`src/rtl/addsub_serial_cc.sv`:
```
// ---------------------------------------------------------------------------
// addsub_serial_cc
//
// Multi-cycle integer add/subtract unit with condition codes. It processes
// WIDTH-bit operands CHUNK bits per cycle through one registered
// ripple-carry slice, so the critical path is one CHUNK-bit adder. It takes
// N = WIDTH/CHUNK cycles from acceptance to result. Subtraction is
// a + ~b + 1: the operand is inverted at load and the carry starts at 1.
//
// Handshake: a transfer happens on a rising edge where valid && ready are
// both high. The producer holds its payload while valid is high and ready
// is low. start_ready depends only on state and res_ready, never on
// start_valid. The unit can accept a new request in the same cycle it
// hands off a result, so back-to-back requests have no bubbles.
//
// Parameters:
//   WIDTH  operand/result width (>= 2)
//   CHUNK  bits processed per cycle; must divide WIDTH exactly
//
// Ports:
//   clk, rst     clock; asynchronous active-high reset
//   start_valid  request present
//   start_ready  unit can accept a request this cycle
//   op           0 = a + b, 1 = a - b
//   a, b         operands (two's complement), sampled only at acceptance
//   res_valid    result/cc/cout valid
//   res_ready    consumer accepts the result
//   result       sum or difference, modulo 2^WIDTH
//   cc           {OF, SF, ZF}
//   cout         carry out of bit WIDTH-1 (for subtract, 1 = no borrow)
// ---------------------------------------------------------------------------
module addsub_serial_cc #(
   parameter int WIDTH = 64,
   parameter int CHUNK = 16
) (
   input  logic             clk,
   input  logic             rst,
   input  logic             start_valid,
   output logic             start_ready,
   input  logic             op,
   input  logic [WIDTH-1:0] a,
   input  logic [WIDTH-1:0] b,
   output logic             res_valid,
   input  logic             res_ready,
   output logic [WIDTH-1:0] result,
   output logic [2:0]       cc,
   output logic             cout
);

   localparam int N  = WIDTH / CHUNK;
   localparam int CW = (N > 1) ? $clog2(N) : 1;

   typedef enum logic [1:0] {IDLE, BUSY, DONE} state_t;

   state_t           state, state_nxt;
   logic             accept;

   logic [WIDTH-1:0] opa, opb;     // latched operands; opb is already ~b for subtract
   logic             carry;        // carry into the current chunk
   logic [CW-1:0]    cnt;          // index of the chunk being added
   logic             nz_acc;       // any earlier chunk sum was nonzero

   logic [CHUNK-1:0] a_chk, b_chk, s_chk;
   logic             c_chk_out;
   logic             c_msb;
   logic             last;

   // ---------------------------------------------------------------------
   // Chunk slice
   // ---------------------------------------------------------------------
   always_comb begin
      a_chk = opa[int'(cnt)*CHUNK +: CHUNK];
      b_chk = opb[int'(cnt)*CHUNK +: CHUNK];
      {c_chk_out, s_chk} = {1'b0, a_chk} + {1'b0, b_chk} + {{CHUNK{1'b0}}, carry};
      // The sum bit is a ^ b ^ cin, so the carry into the MSB can be
      // recovered from the top bits without a separate (CHUNK-1)-bit adder.
      // This also works when CHUNK == 1.
      c_msb = a_chk[CHUNK-1] ^ b_chk[CHUNK-1] ^ s_chk[CHUNK-1];
      last  = (cnt == CW'(N - 1));
   end

   // ---------------------------------------------------------------------
   // Control FSM
   // ---------------------------------------------------------------------
   always_ff @(posedge clk or posedge rst) begin
      if (rst) state <= IDLE;
      else     state <= state_nxt;
   end

   always_comb begin
      state_nxt   = state;
      start_ready = 1'b0;
      res_valid   = 1'b0;
      case (state)
         IDLE: begin
            start_ready = 1'b1;
            if (start_valid) state_nxt = BUSY;
         end
         BUSY: begin
            if (last) state_nxt = DONE;
         end
         DONE: begin
            res_valid   = 1'b1;
            start_ready = res_ready;
            if (res_ready) state_nxt = start_valid ? BUSY : IDLE;
         end
         default: state_nxt = IDLE;
      endcase
   end

   assign accept = start_valid && start_ready;

   // ---------------------------------------------------------------------
   // Datapath
   // ---------------------------------------------------------------------
   always_ff @(posedge clk or posedge rst) begin
      if (rst) begin
         opa    <= '0;
         opb    <= '0;
         carry  <= 1'b0;
         cnt    <= '0;
         nz_acc <= 1'b0;
         result <= '0;
         cc     <= 3'b000;
         cout   <= 1'b0;
      end else if (accept) begin
         opa    <= a;
         opb    <= op ? ~b : b;
         carry  <= op;
         cnt    <= '0;
         nz_acc <= 1'b0;
      end else if (state == BUSY) begin
         result[int'(cnt)*CHUNK +: CHUNK] <= s_chk;
         carry  <= c_chk_out;
         nz_acc <= nz_acc | (|s_chk);
         cnt    <= cnt + CW'(1);
         if (last) begin
            cout <= c_chk_out;
            cc   <= {c_msb ^ c_chk_out, s_chk[CHUNK-1], ~(nz_acc | (|s_chk))};
         end
      end
   end

endmodule

```
`config.mk`:
```
export PLATFORM = sky130hd
export DESIGN_NAME = addsub_serial_cc
export DESIGN_NICKNAME = d
export VERILOG_FILES = /design/src/rtl/addsub_serial_cc.sv
export SDC_FILE = /design/constraint.sdc
export NUM_CORES = 1
export LEC_CHECK = 0
export BUFFER_PORTS_ARGS = -buffer_cell sky130_fd_sc_hd__buf_2
export CAP_MARGIN = 20
export CORE_MARGIN = 1
export CORE_UTILIZATION = 31
export DETAILED_ROUTE_END_ITERATION = 7
export GPL_TIMING_DRIVEN = 0
export SETUP_SLACK_MARGIN = 0.2
export SLEW_MARGIN = 10
export SYNTH_ARGS = -nofsm -noshare
export SYNTH_HDL_FRONTEND = slang
export SYNTH_SLANG_ARGS = --single-unit
```
`constraint.sdc`:
```
create_clock -name clk -period 10.2 [get_ports clk]
set_input_delay 1.02 -clock clk [delete_from_list [all_inputs] [get_ports clk]]
set_output_delay 1.02 -clock clk [all_outputs]
set_load 0.02 [all_outputs]
```
; ---- Word level (Yosys, flattened, before mapping)
; Cells that the tools add are included.
[totals]
regBits = 202
output_inout_bits = 70
[op_classes]
shift = 4
mux = 15
bitwise = 7
add_sub_neg = 4
reduce_logical = 7
n_eq_ne = 6
[ops]
columns = operator, n
row1 = indexed part select 64 x 7 -> 16 bit, 2
row2 = bitwise mux 64 bit, 1
row3 = 2-to-1 mux 64 bit, 1
row4 = inverter 64 bit, 1
row5 = variable shift 16 x 33 -> 64 bit (first input constant), 1
row6 = indexed part select 16 x 33 -> 64 bit, 1
row7 = negator 6 -> 33 bit, 1
row8 = adder 16 x 16 -> 17 bit, 1
row9 = adder 17 x 1 -> 17 bit, 1
row10 = OR reduction 16 bit, 1
row11 = 2-to-1 mux 2 bit, 5
row12 = 2-to-1 mux 1 bit, 6
row13 = inequality test 2 bit (second input constant), 3
row14 = one-hot mux 2 bit (3 select lines), 1
row15 = AND reduction 3 bit, 2
row16 = == test 2 bit (second input constant), 2
row17 = XOR 1 bit, 3
row18 = adder 2 x 1 -> 2 bit (second input constant), 1
row19 = == test 2 x 1 -> 1 bit (second input constant), 1
row20 = logical NOT 2 bit, 1
row21 = inverter 1 bit, 2
row22 = one-hot mux 1 bit (2 select lines), 1
row23 = AND reduction 2 bit, 1
row24 = nonzero test 2 bit, 1
row25 = other kinds (2), 2

; ---- Depth between registers and ports, before layout
; Gate-level depths: netlist (run 1).
[logic_depth]
ltp_word = 7
ltp_mapped = 14

; ---- Worst setup path before layout (run 1)
; OpenSTA, ideal clock, no wires.
[synth_path]
path_type = register -> register
start = reg cnt[0]
end = reg cc[0]
arrival_ps = 4161
required_time_ps = 10075
synth_period_minus_slack_ps = 4286
setup_time_ps = 125
path_buffers = 2
path_stages_with_launch = 15
slack_ps = 5914
path_cell_list = dfrtp_1 > clkbuf_1 > buf_1 > mux4_2 > fa_1 > inv_1 > fa_1 > nand2b_1 > a21oi_1 > o31a_1 > o41ai_4 > xnor2_1 > nor4_1 > and4b_1 > mux2_4
[synth_via]
elab_chain_len = 6
word_cells_on_any_way = 9
classes_between = 2 x add/sub / 1 x eq/ne / 2 x shift / 2 x bitwise / 2 x reduce/logical
[synth_lines]
columns = item, line
row1 = start: declaration, 60  ; logic [CW-1:0] cnt;
row2 = start signal: assignment, 136  ; cnt <= cnt + CW'(1);
row3 = "indexed part select 64 x 7 -> 16 bit, on equally long branches", "72, 73"
row4 = adder 16 x 16 -> 17 bit, 74  ; {c_chk_out, s_chk} = {1'b0, a_chk} + {1'b0, b_chk} + {{CHUNK{1'b0}}, carry};
row5 = adder 17 x 1 -> 17 bit, 74
row6 = OR reduction 16 bit, 139  ; cc <= {c_msb ^ c_chk_out, s_chk[CHUNK-1], ~(nz_acc | (|s_chk))};
row7 = bitwise OR 1 bit, 139
row8 = inverter 1 bit, 139
row9 = end signal: assignment, 139
row10 = end: declaration, 46  ; output logic [2:0] cc,
; Several ways; a longest one is shown, not always the timed one.
; A chain may end at the register's enable or synchronous reset.

; ---- Worst setup path after layout (run 1)
; Same ends and word-level chain as after synthesis.

==> impl_metrics.csv, run 1 <==
group,metric,value,unit
outcome,status,"finished clean",
yosys,synth_edf_count,0,
global_routing,met2_usage,29.1,%
yosys,yosys.area.top_type_share,52.0,%
yosys,muxShareOfSynthArea,15.2,%
yosys,synth_top_area_cell,"dfrtp_1",
critical_path,worst-setup-path-type,"flop to flop",
yosys,synthSimpleGateAreaFrac,7.63,%
yosys,synth_warnings,0,
finish,instances_no_fill,1452,
critical_path,cp_max_fo,10,
critical_path,end_kind,"flop",
sta,worst_slew_pin_slew,1020,ps
sta,whs,482,ps
sta,hold_violations,0,
critical_path,worstPathCellList,"clkbuf_1, buf_1, mux4_2, fa_1, inv_1, fa_1, nand2b_1, a21oi_1, o31a_1, o41ai_4, xnor2_1, nor4_1, and4b_1, mux2_4",
routing,wire_per_inst,19.3,um
yosys,synth_cell_types,59,
die,die_h,179,um
sta,max_freq,0.183,GHz
global_routing,grt.total_usage,17.8,%
sta,slew_headroom,32.1,%
finish,antennaDiodeCount,0,
routing,routed_wl,28.0,mm
clock_network,cts_resized,0,
finish,syn_to_final_growth,23.6,%
critical_path,cp_common_cell,"fa_1",
sta,rsz0062_at_grt,"no",
finish,multiInputGateArea,4410,um^2
yosys,synthTopCellsByArea,"dfrtp_1 (52%), mux2_2 (7.7%), mux4_2 (7.4%)",
die,die_area,32000,um^2
clock_network,h-tree-depth,1,
critical_path,worstRegToRegCells,14,
routing,firstDrtPassIters,5,
yosys,synth_top_family_by_area,"multiplexers",
sta,min_period_over_period,53.7,%
yosys,synth.most_common_cell,"dfrtp_1",
min_path,hold_depth,2,
yosys,syn_area_per_cell,11.9,um^2
die,initial_core_util,31.7,%
global_routing,antenna_found_initial,0,
routing,drcViolationCount,0,
yosys,synth_area,9710,um^2
min_path,hold_class,"flop to flop",
yosys,ys_seq_elements,202,
yosys,synth_compound_gate_area_share,12.9,%
global_routing,grt_pass1_wl,42.9,mm
die,core_area,30700,um^2
yosys,synthTopCellsByCount,"dfrtp_1 (202), nor2_1 (87), a21oi_1 (78)",
critical_path,slowest_delay,830,ps
clock_network,clk_latency,510,ps
global_routing,use_met1,24.4,%
finish,n_fill_cell,3037,
yosys,synth.net_count,969,
placed_design,dp_cells,1411,
yosys,synthArstFlopShare,100,%
die,placementRows,64,
global_routing,busiest_layer,"met2",
critical_path,cp.arrival,5880,ps
global_routing,grt-ovfl-total,0,
routing,ant_nets,0,
clock_network,cts_tree,"yes",
routing,drt-initial-drc-count,378,
finish,final_net_count,1196,
global_routing,first_global_vias,7351,
finish,seq_area,5050,um^2
clock_network,clockRootBuffer,"clkbuf_16",
sta,clock_skew,6.25,ps
clock_network,numCtsBuffers,23,
critical_path,cp-start-kind,"flop",
finish,layout-drive-gt1-share,33.0,%
sta,setup_viol,0,
yosys,synth_fa_ha_area_share,3.12,%
global_routing,grt_max_degree,112,
placed_design,numPortBuffers,201,
global_routing,grtUsageMet3,3.07,%
clock_network,cts_hold_buf,0,
clock_network,cts_buffer_depth,3,
flow_run,maxCapViolations,0,
sta,final-max-slew-violation-count,0,
routing,vias_per_cell,4.96,
yosys,syn_inst,813,
yosys,ys_seq_area_share,52.0,%
clock_network,post_cts_buffers,0,
die,ios,203,
yosys,synth_flop_cell,"dfrtp_1",
sta,fin_crit,5480,ps
placed_design,hpwl,21.2,mm
placed_design,gp_congestion,0.848,
yosys,synth_xor_area_share,6.49,%
clock_network,cts_sinks,202,
sta,finalSetupTns,0,ps
routing,vias,7195,
die,die_w,179,um
critical_path,crit_path_top_delay_cell,"buf_1",
critical_path,worstPathRequired,10600,ps
clock_network,clkTransAtPathRegs,60,ps
cell families after synthesis:
family,count (synthesis)
DFF,202
AOI/OAI and AO/OA,186
and+or+nand+nor,167
muxes,99
xor gates and xnor gates,72
buffers and inverters,64
adders and majority gates,23
stage by stage:
step	worst slack, ps	utilization (%)	area (um^2)
3_3_place_gp	1260	36.6	11200
4_1_cts	4600	39.2	12000
5_1_grt	4420	39.2	12000
2_1_floorplan	3670	-	9710
6_report	4720	39.2	12000
3_5_place_dp	4600	36.7	11200
registers in the layout, indices dropped and copies added, names as in the netlist:
register  cells
opa          64
cout          1
cc            3
cnt           2
carry         1
result       64
opb          64
nz_acc        1
state         2
placed cells by master (no fill, tap or decap), types with 5 or more instances in the layout:
cell / Yosys / layout
nor2_1: 87 / 87
dfrtp_1: 202 / 202
nand4_1: 5 / 5
clkbuf_16: 0 / 23
clkbuf_1: 42 / 49
buf_2: 1 / 202
xnor2_1: 69 / 69
ha_1: 21 / 21
o21ai_0: 27 / 27
clkbuf_8: 0 / 5
a21oi_1: 78 / 78
nand2b_1: 7 / 7
nand2_1: 37 / 37
inv_1: 12 / 11
nor3_1: 6 / 6
mux2_2: 66 / 66
mux4_2: 32 / 32
a22o_1: 44 / 44
buf_1: 8 / 8
layout make-up:
cell class,instances,share of cell area (%)
repair buffers,202,8.61
clock inverters,6,0.729
flip-flops and latches,202,42.1
clock buffers,35,5.59
well taps,396,4.13
plain buffers,52,1.70
multi-input cells,547,36.7
inverters,12,0.438
critical path, delay by kind of cell (launching register included):
kind                     cells  cell delay (ps)
buffers and inverters        3             1600
multiplexers                 2              930
AO/OA/AOI/OAI                3              830
adder cells (fa/ha/maj)      2              640
AND/OR/NAND/NOR              3              560
XOR/XNOR                     1              410
flip-flops                   1              390
worst paths after layout:
path,slack (ps),to,startpoint
max in group asynchronous,8630,opb[27],rst
worst max register to register,4720,cc[0],cnt[0]
worst min register to register,480,result[46],result[46]
worst max-delay path,4720,cc[0],cnt[0]
min in group asynchronous,640,result[19],rst
worst min-delay path,480,result[46],result[46]
routing by layer:
layer  up-vias  wire length [um]
met4         0               581
met5         -                 0
met3        33              1830
met2       257             13000
li1       3388                 -
met1      3517             12500
Power of run 1 is not shown: default switching activity piles up to over one toggle a cycle in this logic, so the estimate is an artifact.
==> inputs of run 2 (changes only) <==
Settings changed: ABC_AREA set to 1.
Clock period 10.2 ns to 5.5 ns, I/O delays scaled along.
==> run 2 against run 1 <==
Against the previous run:
- die area grew 5.5%
- global-route usage grew 1.6 points
- critical path type unchanged
- core utilization grew 0.15 points
- clock skew grew 26 ps
==> impl_metrics.csv, run 2 <==
group,metric,value,unit
sta,final-max-slew-violation-count,0,
sta,hold_violations,0,
critical_path,cp.arrival,4690,ps
die,ios,203,
critical_path,worst-setup-path-type,"flop to flop",
sta,fin_crit,4260,ps
finish,top_regs,"opa (64), opb (64), result (64)",
clock_network,cts_sinks,202,
min_path,hold_class,"input port to async pin",
yosys,synthArstFlopShare,100,%
flow_run,maxCapViolations,0,
finish,layout_commonest_cell,"nand2_1",
routing,ant_nets,0,
critical_path,cp_max_fo,10,
yosys,synth.net_count,1409,
routing,drcViolationCount,0,
sta,min_period_over_period,77.5,%
yosys,ys_seq_elements,202,
clock_network,numCtsBuffers,24,
clock_network,cts_hold_buf,0,
sta,clock_skew,32.2,ps
finish,final_net_count,1643,
critical_path,worstRegToRegCells,19,
routing,wire_per_inst,16.8,um
global_routing,grt_max_degree,38,
global_routing,grt.total_usage,19.4,%
clock_network,clk_latency,540,ps
power_and_ir_drop,vdd_drop_max,0.314,mV
clock_network,cts_resized,0,
sta,slew_headroom,47.5,%
yosys,synth_flop_cell,"dfrtp_1",
placed_design,numPortBuffers,201,
die,die_w,184,um
die,placementRows,66,
die,initial_core_util,31.5,%
critical_path,worstPathRequired,5930,ps
sta,worst_slew_pin_slew,788,ps
yosys,yosys.area.top_type_share,49.3,%
sta,worst_slack,1240,ps
clock_network,cts_tree,"yes",
routing,vias_per_cell,4.76,
routing,vias,9268,
yosys,synth_area,10200,um^2
clock_network,h-tree-depth,1,
power_and_ir_drop,powerDensity,769,nW/um^2
yosys,synth_edf_count,0,
routing,drt-initial-drc-count,656,
routing,routed_wl,32.6,mm
global_routing,antenna_found_initial,0,
die,core_area,32500,um^2
yosys,synthTopCellsByCount,"nand2_1 (413), dfrtp_1 (202), o21ai_0 (170)",
yosys,synthTopCellsByArea,"dfrtp_1 (49%), nand2_1 (15%), o21ai_0 (8.3%)",
finish,final_cell_mix,"nand2_1 (413), buf_2 (219), dfrtp_1 (202)",
clock_network,clockRootBuffer,"clkbuf_16",
yosys,synth_cell_types,39,
yosys,syn_inst,1253,
finish,syn_to_final_growth,24.8,%
outcome,status,"finished clean",
yosys,synth.most_common_cell,"nand2_1",
sta,setup_viol,0,
global_routing,grt-ovfl-total,0,
critical_path,cp-start-kind,"flop",
sta,finalSetupTns,0,ps
placed_design,gp_congestion,0.919,
clock_network,cts_buffer_depth,3,
yosys,ys_seq_area_share,49.3,%
die,die_area,33800,um^2
finish,layout-drive-gt1-share,21.8,%
clock_network,post_cts_buffers,0,
yosys,syn_area_per_cell,8.18,um^2
yosys,synth_top_area_cell,"dfrtp_1",
clock_network,clkTransAtPathRegs,60,ps
power_and_ir_drop,p_leak,6.47,nW
routing,firstDrtPassIters,5,
yosys,synth_warnings,0,
sta,rsz0062_at_grt,"no",
critical_path,end_kind,"flop",
placed_design,hpwl,25.8,mm
global_routing,first_global_vias,8872,
global_routing,grt_pass1_wl,50.1,mm
finish,antennaDiodeCount,0,
sta,max_freq,0.235,GHz
placed_design,place_ws,1420,ps
die,die_h,184,um
==> run 2: power by group <==
group	switching, mW	internal [mW]
clock	0.648	0.990
combinational	3.88	1.79
sequential	0.406	2.12
==> run 2: worst max-delay path, cell delays in order (launching register included) <==
cell and delay (ps):
dfrtp_1 520, inv_1 120, clkbuf_1 400, clkbuf_1 550
nor2_1 100, o22ai_1 390, fa_1 340, inv_1 80
fa_1 400, inv_1 110, nand2_1 80, nand2_1 130
nand3_1 120, nand2_1 160, nand2_1 70, nand2_1 130
inv_1 80, nor2_1 140, nand2_1 100, o21ai_1 130
==> run 2: cell type report <==
class | instances | area, um^2
buffer | 67 | 285
inverter | 75 | 285
fill | 3426 | 19700
clock inverter | 13 | 164
timing repair buffer | 208 | 1160
tap | 442 | 553
clock buffer | 31 | 657
sequential | 202 | 5050
multi-input combinational | 909 | 4630
==> run 2: per-stage QoR <==
step	instances	utilization, %	total power, mW	cell area [um^2]	hold WS, ps
3_3_place_gp	1896	36.3	8.07	11800	457
6_report	1947	39.3	9.84	12800	32.6
3_5_place_dp	1903	36.8	8.17	12000	460
2_1_floorplan	1253	-	6.44	10300	440
5_1_grt	1947	39.3	10.6	12800	57.0
4_1_cts	1947	39.3	9.85	12800	35.9
==> run 2: worst paths after layout <==
path	from	slack (ps)	to
worst max-delay path	cnt[0]	1240	result[24]
worst min-delay path	rst	30	opa[4]
worst max register to register	cnt[0]	1240	result[24]
worst min register to register	opa[22]	470	opa[22]
max in group asynchronous	rst	4380	state[1]
min in group clk	a[62]	210	opa[62]
==> run 2: per-layer routing <==
| layer | global-route usage (%) | up-vias | share of wire [%] |
|---|---|---|---|
| met5 | 0 | - | 0 |
| met4 | 6.03 | 0 | 3.0 |
| met3 | 2.83 | 57 | 6.4 |
| met1 | 26.5 | 4344 | 45 |
| li1 | - | 4520 | - |
| met2 | 31.4 | 347 | 46 |
==> run 2: cells by family (layout without fill, tap and decap cells) <==
logic type      after synthesis  after routing  share of synthesized area (%)
simple gates                577            577                           23.2
buf+inv                     142            394                           5.53
xor+xnor                     66             66                           5.71
flops                       202            202                           49.3
fa+ha+maj                    23             23                           2.95
compound gates              243            243                           13.2
No activity file was read; power rests on OpenSTA's default activity.
==> inputs of run 3 (changes only) <==
Clock period 5.5 ns to 4.29 ns, I/O delays scaled along.
==> run 3 against run 2 <==
Against the previous run:
- worst hold slack better by 53 ps
- maximum frequency up 13%
- global-route usage about the same
- critical path type unchanged
- largest power group unchanged
==> impl_metrics.csv, run 3 (same netlist as run 2, synthesis figures left out) <==
group,metric,value,unit
outcome,status,"finished clean",
critical_path,cp_max_fo,10,
clock_network,post_cts_buffers,0,
routing,wire_per_inst,16.8,um
routing,drt-initial-drc-count,704,
clock_network,clk_latency,540,ps
sta,fin_crit,3750,ps
power_and_ir_drop,internal-power,6.30,mW
power_and_ir_drop,vdd_drop_max,0.402,mV
power_and_ir_drop,p_seq_share,25.7,%
power_and_ir_drop,power_switching,6.33,mW
global_routing,antenna_found_initial,0,
routing,vias,9282,
critical_path,crit_path_top_delay_cell,"dfrtp_1",
critical_path,end_kind,"flop",
global_routing,busiest_layer,"met2",
finish,finish.instance_area,12800,um^2
finish,layout-drive-gt1-share,22.4,%
routing,routed_wl,32.7,mm
routing,ant_nets,0,
sta,final-max-slew-violation-count,0,
placed_design,numPortBuffers,201,
die,die_area,33800,um^2
sta,min_period_over_period,87.5,%
critical_path,worstPathRequired,4720,ps
sta,slew_headroom,54.0,%
global_routing,grt-ovfl-total,0,
routing,vias_per_cell,4.76,
power_and_ir_drop,power,12.6,mW
routing,drcViolationCount,0,
flow_run,maxCapViolations,0,
power_and_ir_drop,powerDensity,986,nW/um^2
finish,antennaDiodeCount,0,
die,die_h,184,um
die,core_area,32500,um^2
sta,worst_slew_pin_slew,690,ps
finish,final_net_count,1644,
critical_path,cp-start-kind,"flop",
clock_network,h-tree-depth,1,
global_routing,grt.total_usage,19.4,%
sta,hold_violations,0,
finish,final_cell_mix,"nand2_1 (413), buf_2 (220), dfrtp_1 (202)",
min_path,hold_class,"input port to flop",
sta,rsz0062_at_grt,"no",
placed_design,dp_cells,1903,
die,die_w,184,um
clock_network,numCtsBuffers,24,
placed_design,gp_congestion,0.919,
placed_design,place_area,12000,um^2
global_routing,grtUsageMet3,2.83,%
global_routing,use_met1,26.6,%
critical_path,worst-setup-path-type,"flop to flop",
die,ios,203,
finish,instances_no_fill,1948,
global_routing,met2_usage,31.4,%
clock_network,clockRootBuffer,"clkbuf_16",
critical_path,cp.arrival,4180,ps
global_routing,first_global_vias,8887,
sta,setup_viol,0,
die,placementRows,66,
sta,clock_skew,33.8,ps
power_and_ir_drop,p_clk_share,16.6,%
sta,max_freq,0.266,GHz
clock_network,cts_tree,"yes",
power_and_ir_drop,pwr-share-comb,57.7,%
critical_path,cp_common_cell,"nand2_1",
critical_path,slowest_delay,580,ps
clock_network,clkTransAtPathRegs,60,ps
power_and_ir_drop,p_leak,6.50,nW
clock_network,cts_buffer_depth,3,
clock_network,cts_sinks,202,
power_and_ir_drop,sw_frac_of_total,50.1,%
sta,whs,85.8,ps
finish,layout_commonest_cell,"nand2_1",
die,initial_core_util,31.5,%
finish,post-route-util,39.4,%
routing,firstDrtPassIters,5,
finish,syn_to_final_growth,25.0,%
global_routing,grt_pass1_wl,50.1,mm
placed_design,hpwl,25.8,mm
global_routing,grt_max_degree,38,
finish,top_regs,"opa (64), opb (64), result (64)",
critical_path,worstPathCellList,"clkbuf_2, buf_2, o21ai_0, o22ai_1, fa_1, inv_1, fa_1, inv_1, nand2_1, nand2_1, nand3_1, nand2_1, nand2_1, nand2_1, inv_1, nor2_1, nand2_1, o21ai_1",
-- run 3: final cells by class --
cell class              count  area (um^2)
flip-flops and latches    202         5050
inverters                  75          285
clock buffers              31          657
plain buffers              67          295
fillers                  3432        19700
repair buffers            209         1170
multi-input cells         909         4630
well taps                 442          553
clock inverters            13          164
-- run 3: power groups by stage --
stage	sequential (mW)	combinational, mW	clock [mW]
3_5_place_dp	3.25	7.22	0
5_1_grt	3.33	8.12	2.22
6_report	3.24	7.29	2.10
2_1_floorplan	3.34	4.91	0
4_1_cts	3.23	7.26	2.14
3_3_place_gp	3.24	7.11	0
-- run 3: path summary, 6_finish.rpt --
path | startpoint | to | slack, ps | depth (start not counted)
min in group asynchronous | rst | opa[4] | 460 | 3
min | a[62] | opa[62] | 90 | 3
min reg2reg | opa[22] | opa[22] | 470 | 2
max in group asynchronous | rst | state[1] | 2740 | 7
max | cnt[0] | result[24] | 540 | 18
max reg2reg | cnt[0] | result[24] | 540 | 18
-- run 3: per-layer routing --
metal  routed length [um]  vias to the layer above  share of wire [%]
met5                    0                        -                  0
met2                15000                      330                 46
met3                 1760                       62                5.4
li1                     -                     4518                  -
met4                  986                        0                3.0
met1                15000                     4372                 46
-- run 3: critical path, delay by kind of cell (launching register included) --
kind            cells  cell delay, ps
compound gates      3             540
fa+ha+maj           2             700
buf+inv             5             890
flops               1             580
simple gates        8             930
-- run 3: what timing repair did --
action | in CTS | in global routing
hold buffers | 1 | 0
gates resized for setup | 2 | 13
endpoints found under the hold margin | 15 | 0
pin swaps | 0 | 0
endpoints found under the setup margin | 3 | 21
-- run 3: stage by stage --
| stage | TNS [ps] | setup slack [ps] |
|---|---|---|
| final | 0 | 535 |
| after global routing | 0 | 218 |
| after CTS | 0 | 260 |
| after detailed placement | 0 | 211 |
| after global placement | -6580 | -50.7 |
| after floorplan | 0 | 1190 |
